[config.mk]
export PLATFORM = sky130hd
export DESIGN_NAME = peripheral_mpi_rx_buffer_mc
export DESIGN_NICKNAME = d
export VERILOG_FILES = /design/src/rtl/peripheral_mpi_pkg.sv /design/src/rtl/peripheral_mpi_rx_channel.sv /design/src/rtl/peripheral_mpi_rx_buffer_mc.sv
export SDC_FILE = /design/constraint.sdc
export NUM_CORES = 2
export LEC_CHECK = 0
export BUFFER_PORTS_ARGS = -buffer_cell sky130_fd_sc_hd__buf_2
export CAP_MARGIN = 20
export CELL_PAD_IN_SITES_DETAIL_PLACEMENT = 2
export CELL_PAD_IN_SITES_GLOBAL_PLACEMENT = 2
export CORE_MARGIN = 5
export CORE_UTILIZATION = 30
export CTS_CLUSTER_SIZE = 24
export DETAILED_ROUTE_END_ITERATION = 16
export PLACE_DENSITY_LB_ADDON = 0.05
export SYNTH_ARGS = -nofsm -noshare
export SYNTH_HDL_FRONTEND = slang
export SYNTH_SLANG_ARGS = --single-unit
export TNS_END_PERCENT = 30
[constraint.sdc]
create_clock -name clk -period 13.9 [get_ports clk]
set_clock_uncertainty 0.2 [all_clocks]
set_input_delay 1.39 -clock clk [delete_from_list [all_inputs] [get_ports clk]]
set_output_delay 1.39 -clock clk [all_outputs]
set_load 0.02 [all_outputs]
[src/rtl/peripheral_mpi_pkg.sv]
// Shared constants and types for the MPI multi-channel receive buffer.
package peripheral_mpi_pkg;

  localparam logic [1:0] MPI_REG_DATA   = 2'd0;
  localparam logic [1:0] MPI_REG_STATUS = 2'd1;
  localparam logic [1:0] MPI_REG_CTRL   = 2'd2;

  localparam int MPI_CTRL_IRQ_EN     = 0;
  localparam int MPI_CTRL_FLUSH      = 1;
  localparam int MPI_STATUS_PKT_LSB  = 16;

  typedef enum logic {CH_ACCEPT, CH_DROP} mpi_ch_state_t;

endpackage

[src/rtl/peripheral_mpi_rx_channel.sv]
// One receive channel: {last, flit} FIFO, flit/packet counters, flush FSM and irq.
//  state     | meaning
//  CH_ACCEPT | flits are pushed into the FIFO while not full
//  CH_DROP   | remainder of a flushed packet is swallowed up to its last flit
module peripheral_mpi_rx_channel
  import peripheral_mpi_pkg::*;
#(
  parameter int W    = 32,
  parameter int SIZE = 16,
  parameter int CW   = $clog2(SIZE + 1)
) (
  input  logic          clk,
  input  logic          rst,
  input  logic [W-1:0]  in_flit,
  input  logic          in_last,
  input  logic          in_valid,
  output logic          in_ready,
  input  logic          pop_req,
  input  logic          flush,
  input  logic          ctrl_we,
  input  logic          irq_en_wdata,
  output logic [W-1:0]  head_flit,
  output logic          empty,
  output logic [CW-1:0] flit_cnt,
  output logic [CW-1:0] pkt_cnt,
  output logic          irq_en,
  output logic          irq
);

  localparam int PW = $clog2(SIZE);

  logic [W:0]    mem [SIZE];
  logic [PW-1:0] wr_ptr, rd_ptr;
  mpi_ch_state_t state, state_nxt;
  logic          run, in_pkt, full, hs, push, pop, push_last, pop_last;

  assign full      = (flit_cnt == CW'(SIZE));
  assign empty     = (flit_cnt == '0);
  // run holds ready low through reset and for the first cycle after release
  assign in_ready  = run && ((state == CH_DROP) || !full);
  assign hs        = in_valid && in_ready;
  assign push      = hs && (state == CH_ACCEPT) && !flush;
  assign pop       = pop_req && !empty && !flush;
  assign push_last = push && in_last;
  assign pop_last  = pop && mem[rd_ptr][W];
  assign head_flit = mem[rd_ptr][W-1:0];

  always_comb begin
    state_nxt = state;
    case (state)
      CH_ACCEPT: if (flush) state_nxt = (hs ? !in_last : in_pkt) ? CH_DROP : CH_ACCEPT;
      CH_DROP:   if (hs && in_last) state_nxt = CH_ACCEPT;
      default:   state_nxt = CH_ACCEPT;
    endcase
  end

  always_ff @(posedge clk or negedge rst) begin
    if (!rst) begin
      state    <= CH_ACCEPT;
      run      <= 1'b0;
      in_pkt   <= 1'b0;
      wr_ptr   <= '0;
      rd_ptr   <= '0;
      flit_cnt <= '0;
      pkt_cnt  <= '0;
      irq_en   <= 1'b0;
      irq      <= 1'b0;
    end else begin
      run   <= 1'b1;
      state <= state_nxt;
      if (flush) begin
        in_pkt   <= 1'b0;
        wr_ptr   <= '0;
        rd_ptr   <= '0;
        flit_cnt <= '0;
        pkt_cnt  <= '0;
      end else begin
        if (push) begin
          wr_ptr <= wr_ptr + PW'(1);
          in_pkt <= !in_last;
        end
        if (pop) rd_ptr <= rd_ptr + PW'(1);
        flit_cnt <= flit_cnt + CW'(push) - CW'(pop);
        pkt_cnt  <= pkt_cnt + CW'(push_last) - CW'(pop_last);
      end
      if (ctrl_we) irq_en <= irq_en_wdata;
      irq <= irq_en && (pkt_cnt != '0);
    end
  end

  always_ff @(posedge clk) begin
    if (push) mem[wr_ptr] <= {in_last, in_flit};
  end

endmodule

[src/rtl/peripheral_mpi_rx_buffer_mc.sv]
// Multi-channel NoC receive buffer with a word register port for the bus adapters.
module peripheral_mpi_rx_buffer_mc
  import peripheral_mpi_pkg::*;
#(
  parameter int NOC_FLIT_WIDTH = 32,
  parameter int SIZE           = 16,
  parameter int N              = 4,
  localparam int CW            = $clog2(SIZE + 1),
  localparam int AW            = $clog2(N) + 2
) (
  input  logic                        clk,
  input  logic                        rst,
  input  logic [N*NOC_FLIT_WIDTH-1:0] noc_in_flit,
  input  logic [N-1:0]                noc_in_last,
  input  logic [N-1:0]                noc_in_valid,
  output logic [N-1:0]                noc_in_ready,
  input  logic                        reg_req,
  input  logic                        reg_we,
  input  logic [AW-1:0]               reg_addr,
  input  logic [NOC_FLIT_WIDTH-1:0]   reg_wdata,
  output logic [NOC_FLIT_WIDTH-1:0]   reg_rdata,
  output logic                        reg_ack,
  output logic                        reg_err,
  output logic [N-1:0]                irq
);

  localparam int W = NOC_FLIT_WIDTH;

  logic [W-1:0]  head_flit [N];
  logic [CW-1:0] flit_cnt  [N];
  logic [CW-1:0] pkt_cnt   [N];
  logic [N-1:0]  empty, irq_en, pop_ch, flush_ch, ctrl_we_ch;
  logic [AW-1:0] ch_sel;
  logic [1:0]    off;
  logic          ch_ok, addr_err, unused_wdata;
  logic [W-1:0]  rd_mux;

  assign ch_sel       = reg_addr >> 2;
  assign off          = reg_addr[1:0];
  assign ch_ok        = (ch_sel < AW'(N));
  assign addr_err     = !ch_ok || (off == 2'd3);
  assign unused_wdata = ^reg_wdata[W-1:2];

  for (genvar c = 0; c < N; c++) begin : g_ch
    logic hit;
    assign hit           = reg_req && ch_ok && (ch_sel == AW'(c));
    assign pop_ch[c]     = hit && !reg_we && (off == MPI_REG_DATA);
    assign ctrl_we_ch[c] = hit && reg_we && (off == MPI_REG_CTRL);
    assign flush_ch[c]   = ctrl_we_ch[c] && reg_wdata[MPI_CTRL_FLUSH];

    peripheral_mpi_rx_channel #(.W(W), .SIZE(SIZE), .CW(CW)) u_ch (
      .clk          (clk),
      .rst          (rst),
      .in_flit      (noc_in_flit[c*W +: W]),
      .in_last      (noc_in_last[c]),
      .in_valid     (noc_in_valid[c]),
      .in_ready     (noc_in_ready[c]),
      .pop_req      (pop_ch[c]),
      .flush        (flush_ch[c]),
      .ctrl_we      (ctrl_we_ch[c]),
      .irq_en_wdata (reg_wdata[MPI_CTRL_IRQ_EN]),
      .head_flit    (head_flit[c]),
      .empty        (empty[c]),
      .flit_cnt     (flit_cnt[c]),
      .pkt_cnt      (pkt_cnt[c]),
      .irq_en       (irq_en[c]),
      .irq          (irq[c])
    );
  end

  always_comb begin
    rd_mux = '0;
    for (int c = 0; c < N; c++) begin
      if (ch_sel == AW'(c)) begin
        case (off)
          MPI_REG_DATA:   if (!empty[c]) rd_mux = head_flit[c];
          MPI_REG_STATUS: begin
            rd_mux[0 +: CW]                  = flit_cnt[c];
            rd_mux[MPI_STATUS_PKT_LSB +: CW] = pkt_cnt[c];
          end
          MPI_REG_CTRL:   rd_mux[MPI_CTRL_IRQ_EN] = irq_en[c];
          default:        rd_mux = '0;
        endcase
      end
    end
    if (reg_we || addr_err) rd_mux = '0;
  end

  always_ff @(posedge clk or negedge rst) begin
    if (!rst) begin
      reg_ack   <= 1'b0;
      reg_err   <= 1'b0;
      reg_rdata <= '0;
    end else begin
      reg_ack   <= reg_req;
      reg_err   <= reg_req && addr_err;
      reg_rdata <= reg_req ? rd_mux : '0;
    end
  end

endmodule

## Word level (Yosys, flattened, before mapping)

Memories as Yosys holds them, arrays and structs flattened.
Cells that the tools add are included.

| storage, ports and cells | value |
|---|---|
| register bits | 123 |
| bits in writable memories | 2112 |
| input port bits | 176 |
| output and inout port bits | 42 |
| memories | 4 |

| operators by class | value |
|---|---|
| add/sub/neg operators | 24 |
| $lt $le $gt $ge | 1 |
| equal/unequal tests | 10 |
| multiplexer cells | 92 |
| bitwise operators | 4 |
| reduce and logical (&&, ||, !) cells | 109 |

Memory list:

| memory | words | bits a word | read ports | clocked after Yosys merged registers in | wr ports | RTL line | RTL |
|---|---|---|---|---|---|---|---|
| g_ch[0].u_ch.mem | 16 | 33 | 1 | 0 | 1 | peripheral_mpi_rx_channel.sv:32 | `logic [W:0] mem [SIZE];` |
| g_ch[1].u_ch.mem | 16 | 33 | 1 | 0 | 1 | peripheral_mpi_rx_channel.sv:32 |  |
| g_ch[2].u_ch.mem | 16 | 33 | 1 | 0 | 1 | peripheral_mpi_rx_channel.sv:32 |  |
| g_ch[3].u_ch.mem | 16 | 33 | 1 | 0 | 1 | peripheral_mpi_rx_channel.sv:32 |  |

Operators with widths:

| operator | number |
|---|---|
| two-way mux 32 bit | 12 |
| case mux 11 bit (2 select lines) | 6 |
| logical AND 1 bit | 66 |
| two-way mux 4 bit | 16 |
| case mux 5 bit (3 select lines) | 3 |
| adder 5 x 1 -> 5 bit | 8 |
| two-way mux 5 bit | 8 |
| subtractor 5 x 1 -> 5 bit | 8 |
| case mux 4 bit (3 select lines) | 3 |
| adder 4 x 1 -> 4 bit, second input constant | 8 |
| two-way mux 1 bit | 32 |
| two-way mux 11 bit | 2 |
| == test 5 bit, second input constant | 4 |
| zero test 5 bit | 4 |
| nonzero test 5 bit | 4 |
| zero test 1 bit | 18 |
| nonzero test 2 bit | 8 |
| case mux 1 bit (3 select lines) | 4 |
| case mux 5 bit (2 select lines) | 1 |
| == test 2 bit, second input constant | 4 |
| case mux 1 bit (2 select lines) | 4 |
| case mux 4 bit (2 select lines) | 1 |
| logical OR 1 bit | 6 |
| == test 2 x 1 -> 1 bit, second input constant | 2 |
| 5 further kinds | 8 |

## Logic depth before layout (Yosys ltp)

| logic depth | value |
|---|---|
| depth after elaboration | 17 |
| gate-level depth with buffers | 15 |
| depth with buffers taken out | 14 |

## Modules after synthesis

From an unflattened synthesis, not the netlist that was laid out.

| second synthesis, totals | value |
|---|---|
| cells, all modules | 4064 |
| area total of the unflattened synthesis | 88058.2 um2 |

By module, submodules not included:

| module | times used | cells an instance | area an instance (um2) | seq. area each (um2) |
|---|---|---|---|---|
| peripheral_mpi_rx_channel at g_ch[2].u_ch ... | 2 | 896 | 21329.2 | 16430.8 |
| peripheral_mpi_rx_channel at g_ch[1].u_ch | 1 | 1109 | 21599.5 | 16430.8 |
| peripheral_mpi_rx_channel at g_ch[0].u_ch | 1 | 899 | 21326.7 | 16430.8 |
| peripheral_mpi_rx_buffer_mc | 1 | 264 | 2473.6 | 850.8 |

## Least setup slack after synthesis

No wires, ideal clock.

| path | value |
|---|---|
| path kind | input-to-reg |
| from | in reg_addr[0] |
| to | mem g_ch[3].u_ch.mem[0][0] in the netlist's numbering (enable) |
| arrival | 5463 ps |
| required time | 13194 ps |
| setup slack | 7731 ps |
| stages | 7 |
| path through | inv_1 > ha_1 > and3_1 > clkbuf_1 > nand3_1 > nand2_1 > nor4_1 |

| between the ends | value |
|---|---|
| longest elaborated chain between the ends | 7 |

RTL lines:

| item | RTL line | RTL |
|---|---|---|
| start: declaration | peripheral_mpi_rx_buffer_mc.sv:19 | `input logic [AW-1:0] reg_addr,` |
| == test 2 bit | peripheral_mpi_rx_buffer_mc.sv:48 | `assign ctrl_we_ch[c] = hit && reg_we && (off == MPI_REG_CTRL);` |
| logical AND 1 bit | peripheral_mpi_rx_buffer_mc.sv:48 |  |
| logical AND 1 bit | peripheral_mpi_rx_buffer_mc.sv:49 | `assign flush_ch[c] = ctrl_we_ch[c] && reg_wdata[MPI_CTRL_FLUSH];` |
| zero test 1 bit | peripheral_mpi_rx_channel.sv:42 | `assign push = hs && (state == CH_ACCEPT) && !flush;` |
| logical AND 1 bit | peripheral_mpi_rx_channel.sv:42 |  |
| two-way mux 1 bit | peripheral_mpi_rx_channel.sv:92 | `if (push) mem[wr_ptr] <= {in_last, in_flit};` |
| two-way mux 1 bit (implied by the code) | peripheral_mpi_rx_channel.sv:92 |  |
| end: declaration | peripheral_mpi_rx_channel.sv:32 |  |

No other way between the ends.

## Worst setup path after layout

| path | value |
|---|---|
| from | reg g_ch[1].u_ch.rd_ptr[1] |
| to | reg reg_rdata[2] |

| between the ends | value |
|---|---|
| longest elaborated chain between the ends | 14 |

RTL lines:

| item | RTL line | RTL |
|---|---|---|
| start: declaration | peripheral_mpi_rx_channel.sv:33 | `logic [PW-1:0] wr_ptr, rd_ptr;` |
| start signal: assignment | peripheral_mpi_rx_channel.sv:82 | `if (pop) rd_ptr <= rd_ptr + PW'(1);` |
| memory (16 x 33 bit) * | -- |  |
| two-way mux 32 bit * | peripheral_mpi_rx_buffer_mc.sv:76 | `MPI_REG_DATA: if (!empty[c]) rd_mux = head_flit[c];` |
| two-way mux 32 bit * | peripheral_mpi_rx_buffer_mc.sv:75 | `case (off)` |
| two-way mux 32 bit * | peripheral_mpi_rx_buffer_mc.sv:74 | `if (ch_sel == AW'(c)) begin` |
| case mux 4 bit (3 select lines) * | peripheral_mpi_rx_buffer_mc.sv:75 |  |
| two-way mux 32 bit * | peripheral_mpi_rx_buffer_mc.sv:74 |  |
| two-way mux 32 bit | peripheral_mpi_rx_buffer_mc.sv:76 |  |
| case mux 4 bit (3 select lines) | peripheral_mpi_rx_buffer_mc.sv:75 |  |
| two-way mux 32 bit * | peripheral_mpi_rx_buffer_mc.sv:74 |  |
| two-way mux 32 bit | peripheral_mpi_rx_buffer_mc.sv:76 |  |
| case mux 4 bit (3 select lines) | peripheral_mpi_rx_buffer_mc.sv:75 |  |
| two-way mux 32 bit * | peripheral_mpi_rx_buffer_mc.sv:74 |  |
| two-way mux 32 bit * | peripheral_mpi_rx_buffer_mc.sv:86 | `if (reg_we \|\| addr_err) rd_mux = '0;` |
| two-way mux 32 bit * | peripheral_mpi_rx_buffer_mc.sv:97 | `reg_rdata <= reg_req ? rd_mux : '0;` |
| end signal: assignment | peripheral_mpi_rx_buffer_mc.sv:97 |  |
| end: declaration | peripheral_mpi_rx_buffer_mc.sv:21 | `output logic [NOC_FLIT_WIDTH-1:0] reg_rdata,` |

Mark *: on every way between the ends. The rest lies on a longest branch, timed or not. The select of a mux whose other input is x is not followed.
A chain may end at the register's enable or synchronous reset.

==> qor.yml <==
placement:
  io_buffers: 187
  gpl.final_weighted_congestion: 0.709
  hpwlAfterDp_mm: 154
  place_worst_setup_slack_ps: 8170
  dpl_cell_area_um2: 93800
clock_tree:
  cts_inserted_buffers: 271
  post_cts_buffers: 0
  ctsHoldBuffers: 0
  clkLatencyLatePin_ps: 890
  clk_pin_slew_ps: 60
  cts-htree-levels: 5
  root_buffer: "clkbuf_16"
  cts_tree: "built"
  cts_resized: 0
  cts.sinks: 2235
  cts_buffer_depth: 4
finish:
  final_core_util: 0.352
  num-nets-final: 4679
  nFillCells: 27900
  design_area_um2: 102000
  area_delta_synth_final_pct: 17.0
  final_layout_size_suffix_gt1_frac: 0.295
  mostFrequentLayoutCells: "edfxtp_1, mux4_2, clkbuf_16"
  final_common_cell: "edfxtp_1"
sta:
  finalSetupViolCount: 0
  clock.fmax_mhz: 193
  tightest_slew_ps: 1150
  fin_ws_ps: 8720
  hold_viol: 0
  finalCriticalPeriod_ps: 5180
  slew_headroom: 0.233
  slew_viol_final: 0
  rsz0062_at_grt: "no"
  tns_ps: 0
  min_period_over_period: 0.373
critical_path:
  crit_fanout: 53
  crit_required_ps: 14400
  rr_startpoint: "g_ch[1].u_ch.rd_ptr[1]"
  critPathLaunchType: "register"
  reg2reg_slack_ps: 8720
  worstSetupPathType: "reg -> reg"
  endpoint_kind: "register"
  r2r-end: "reg_rdata[2]"
  reg2reg_depth: 6
  arrival_ps: 5680
grt:
  grt_pass1_wl_mm: 378
  grt_overflow_total: 0
  grt_pass1_vias: 46600
  track_usage: 0.177
  grt_max_degree: 112
  antenna_found_initial: 75
detailed_routing:
  vias: 42100
  wl_per_cell_um: 31.6
  drc: 0
  via_per_inst: 4.93
  drt-initial-drc-count: 3139
  wl_mm: 270
  ant_nets: 0
  dr.pass1.iters: 6
logic_synthesis:
  synth_async_sr_flop_share: 0.0550
  yosys_register_bits: 2235
  synthFlopType: "edfxtp_1"
  syn_nets: 4285
  yosysWarnings: 0
  ys_types: 66
  synth-seq-area-share: 0.761
  syn_area_um2: 87400
  syn_inst: 4029
  avgSynthCellArea_um2: 21.7
  synth-edff-count: 2112
power:
  finalPower_w: 0.0182
  p_leak_nw: 32.0
  power_density_nw_per_um2: 178
  ir_drop_mv: 0.137
floorplanning:
  pin_count: 218
  fp.coreArea_um2: 291000
  die_area_um2: 302000
  initial_utilization: 0.301
  die_y_um: 550
  fp-row-count: 198
  die_w_um: 550
min_path:
  hold_path.class: "in -> async"
run:
  max_cap_viol_count: 0
run_status:
  status: "complete, no violations"
## sequential cells by signal, indices dropped and copies added, names as in the netlist
signal / cells
g_ch.u_ch.wr_ptr: 16
g_ch.u_ch.irq: 4
g_ch.u_ch.rd_ptr: 16
g_ch.u_ch.flit_cnt: 20
reg_ack: 1
reg_err: 1
g_ch.u_ch.pkt_cnt: 20
g_ch.u_ch.in_pkt: 4
g_ch.u_ch.irq_en: 4
g_ch.u_ch.run: 1
reg_rdata: 32
g_ch.u_ch.state: 4
g_ch.u_ch.mem: 2112
## power by group
part	internal [W]	switching, W	total [W]
clock	0.00394	0.00284	0.00679
sequential	0.00779	0.000328	0.00812
combinational	0.00151	0.00178	0.00330
## kinds of logic (layout without fill, tap and decap cells)
group	Yosys count	after routing	synth area share
XOR/XNOR	47	47	0.00471
AND/OR/NAND/NOR	427	427	0.0233
other	1	18	0.0000429
flip-flops	2235	2235	0.761
AO/OA/AOI/OAI	247	247	0.0189
multiplexers	717	717	0.166
adder cells (fa/ha/maj)	80	80	0.0121
buffers and inverters	275	877	0.0146
## per-layer routing
metal / track usage / up-vias / wire, um
met5: 0 / - / 193
met4: 0.0532 / 30 / 8110
met3: 0.0341 / 410 / 12600
met2: 0.289 / 789 / 130000
met1: 0.241 / 23300 / 119000
li1: - / 17600 / -
## final cells by class
class	count	area, um2	area share
Multi-Input combinational cell	1519	20100	0.197
Timing Repair Buffer	323	2030	0.0198
Clock buffer	359	7350	0.0719
Sequential cell	2235	66600	0.651
Inverter	73	274	0.00268
Clock inverter	122	1040	0.0101
Antenna cell	17	42.5	0.000416
Tap cell	3900	4880	0.0477
## synth_stat cells (15+ instances only)
library cell | instances | area share
o22ai_1 | 37 | 0.0026
mux2_2 | 20 | 0.0026
clkbuf_1 | 52 | 0.0022
nand2_1 | 108 | 0.0046
nand3_1 | 29 | 0.0017
o21ai_0 | 27 | 0.0015
mux4_2 | 582 | 0.15
buf_4 | 20 | 0.0017
xnor2_1 | 23 | 0.0023
o211ai_1 | 22 | 0.0019
xor2_1 | 24 | 0.0024
dfrtp_1 | 123 | 0.035
nor2b_1 | 31 | 0.0022
or3_1 | 15 | 0.0011
nand2b_1 | 19 | 0.0014
mux2i_1 | 115 | 0.013
buf_2 | 102 | 0.0058
buf_1 | 23 | 0.00099
and2_1 | 25 | 0.0018
inv_1 | 73 | 0.0031
nor2_1 | 144 | 0.0062
ha_1 | 72 | 0.010
a21oi_1 | 62 | 0.0035
edfxtp_1 | 2112 | 0.73
## worst max-delay path by stage
| stage | startpoint | end | slack (ps) |
|---|---|---|---|
| after floorplan | reg_addr[0] | g_ch[3].u_ch.mem[0][0] | 7730 |
| after global placement | reg_addr[3] | g_ch[0].u_ch.pkt_cnt[4] | 8270 |
| after detailed placement | reg_addr[3] | g_ch[0].u_ch.pkt_cnt[4] | 8170 |
| after CTS | g_ch[1].u_ch.rd_ptr[1] | reg_rdata[2] | 8640 |
| after global routing | g_ch[1].u_ch.rd_ptr[1] | reg_rdata[2] | 8580 |
| final | g_ch[1].u_ch.rd_ptr[1] | reg_rdata[2] | 8720 |
## per-stage QoR
step	std cells	hold WS (ps)
floorplan	4029	272
global placement	8047	303
detailed placement	8050	313
CTS	8531	161
global route	8537	226
finish	8548	250
## worst max-delay path: stages, from the launching register on
cell,delay [ps]
dfrtp_4,990
buf_4,690
buf_4,780
mux4_2,620
mux4_2,640
a211oi_1,740
a41oi_1,200
No activity file was read; power rests on OpenSTA's default activity.
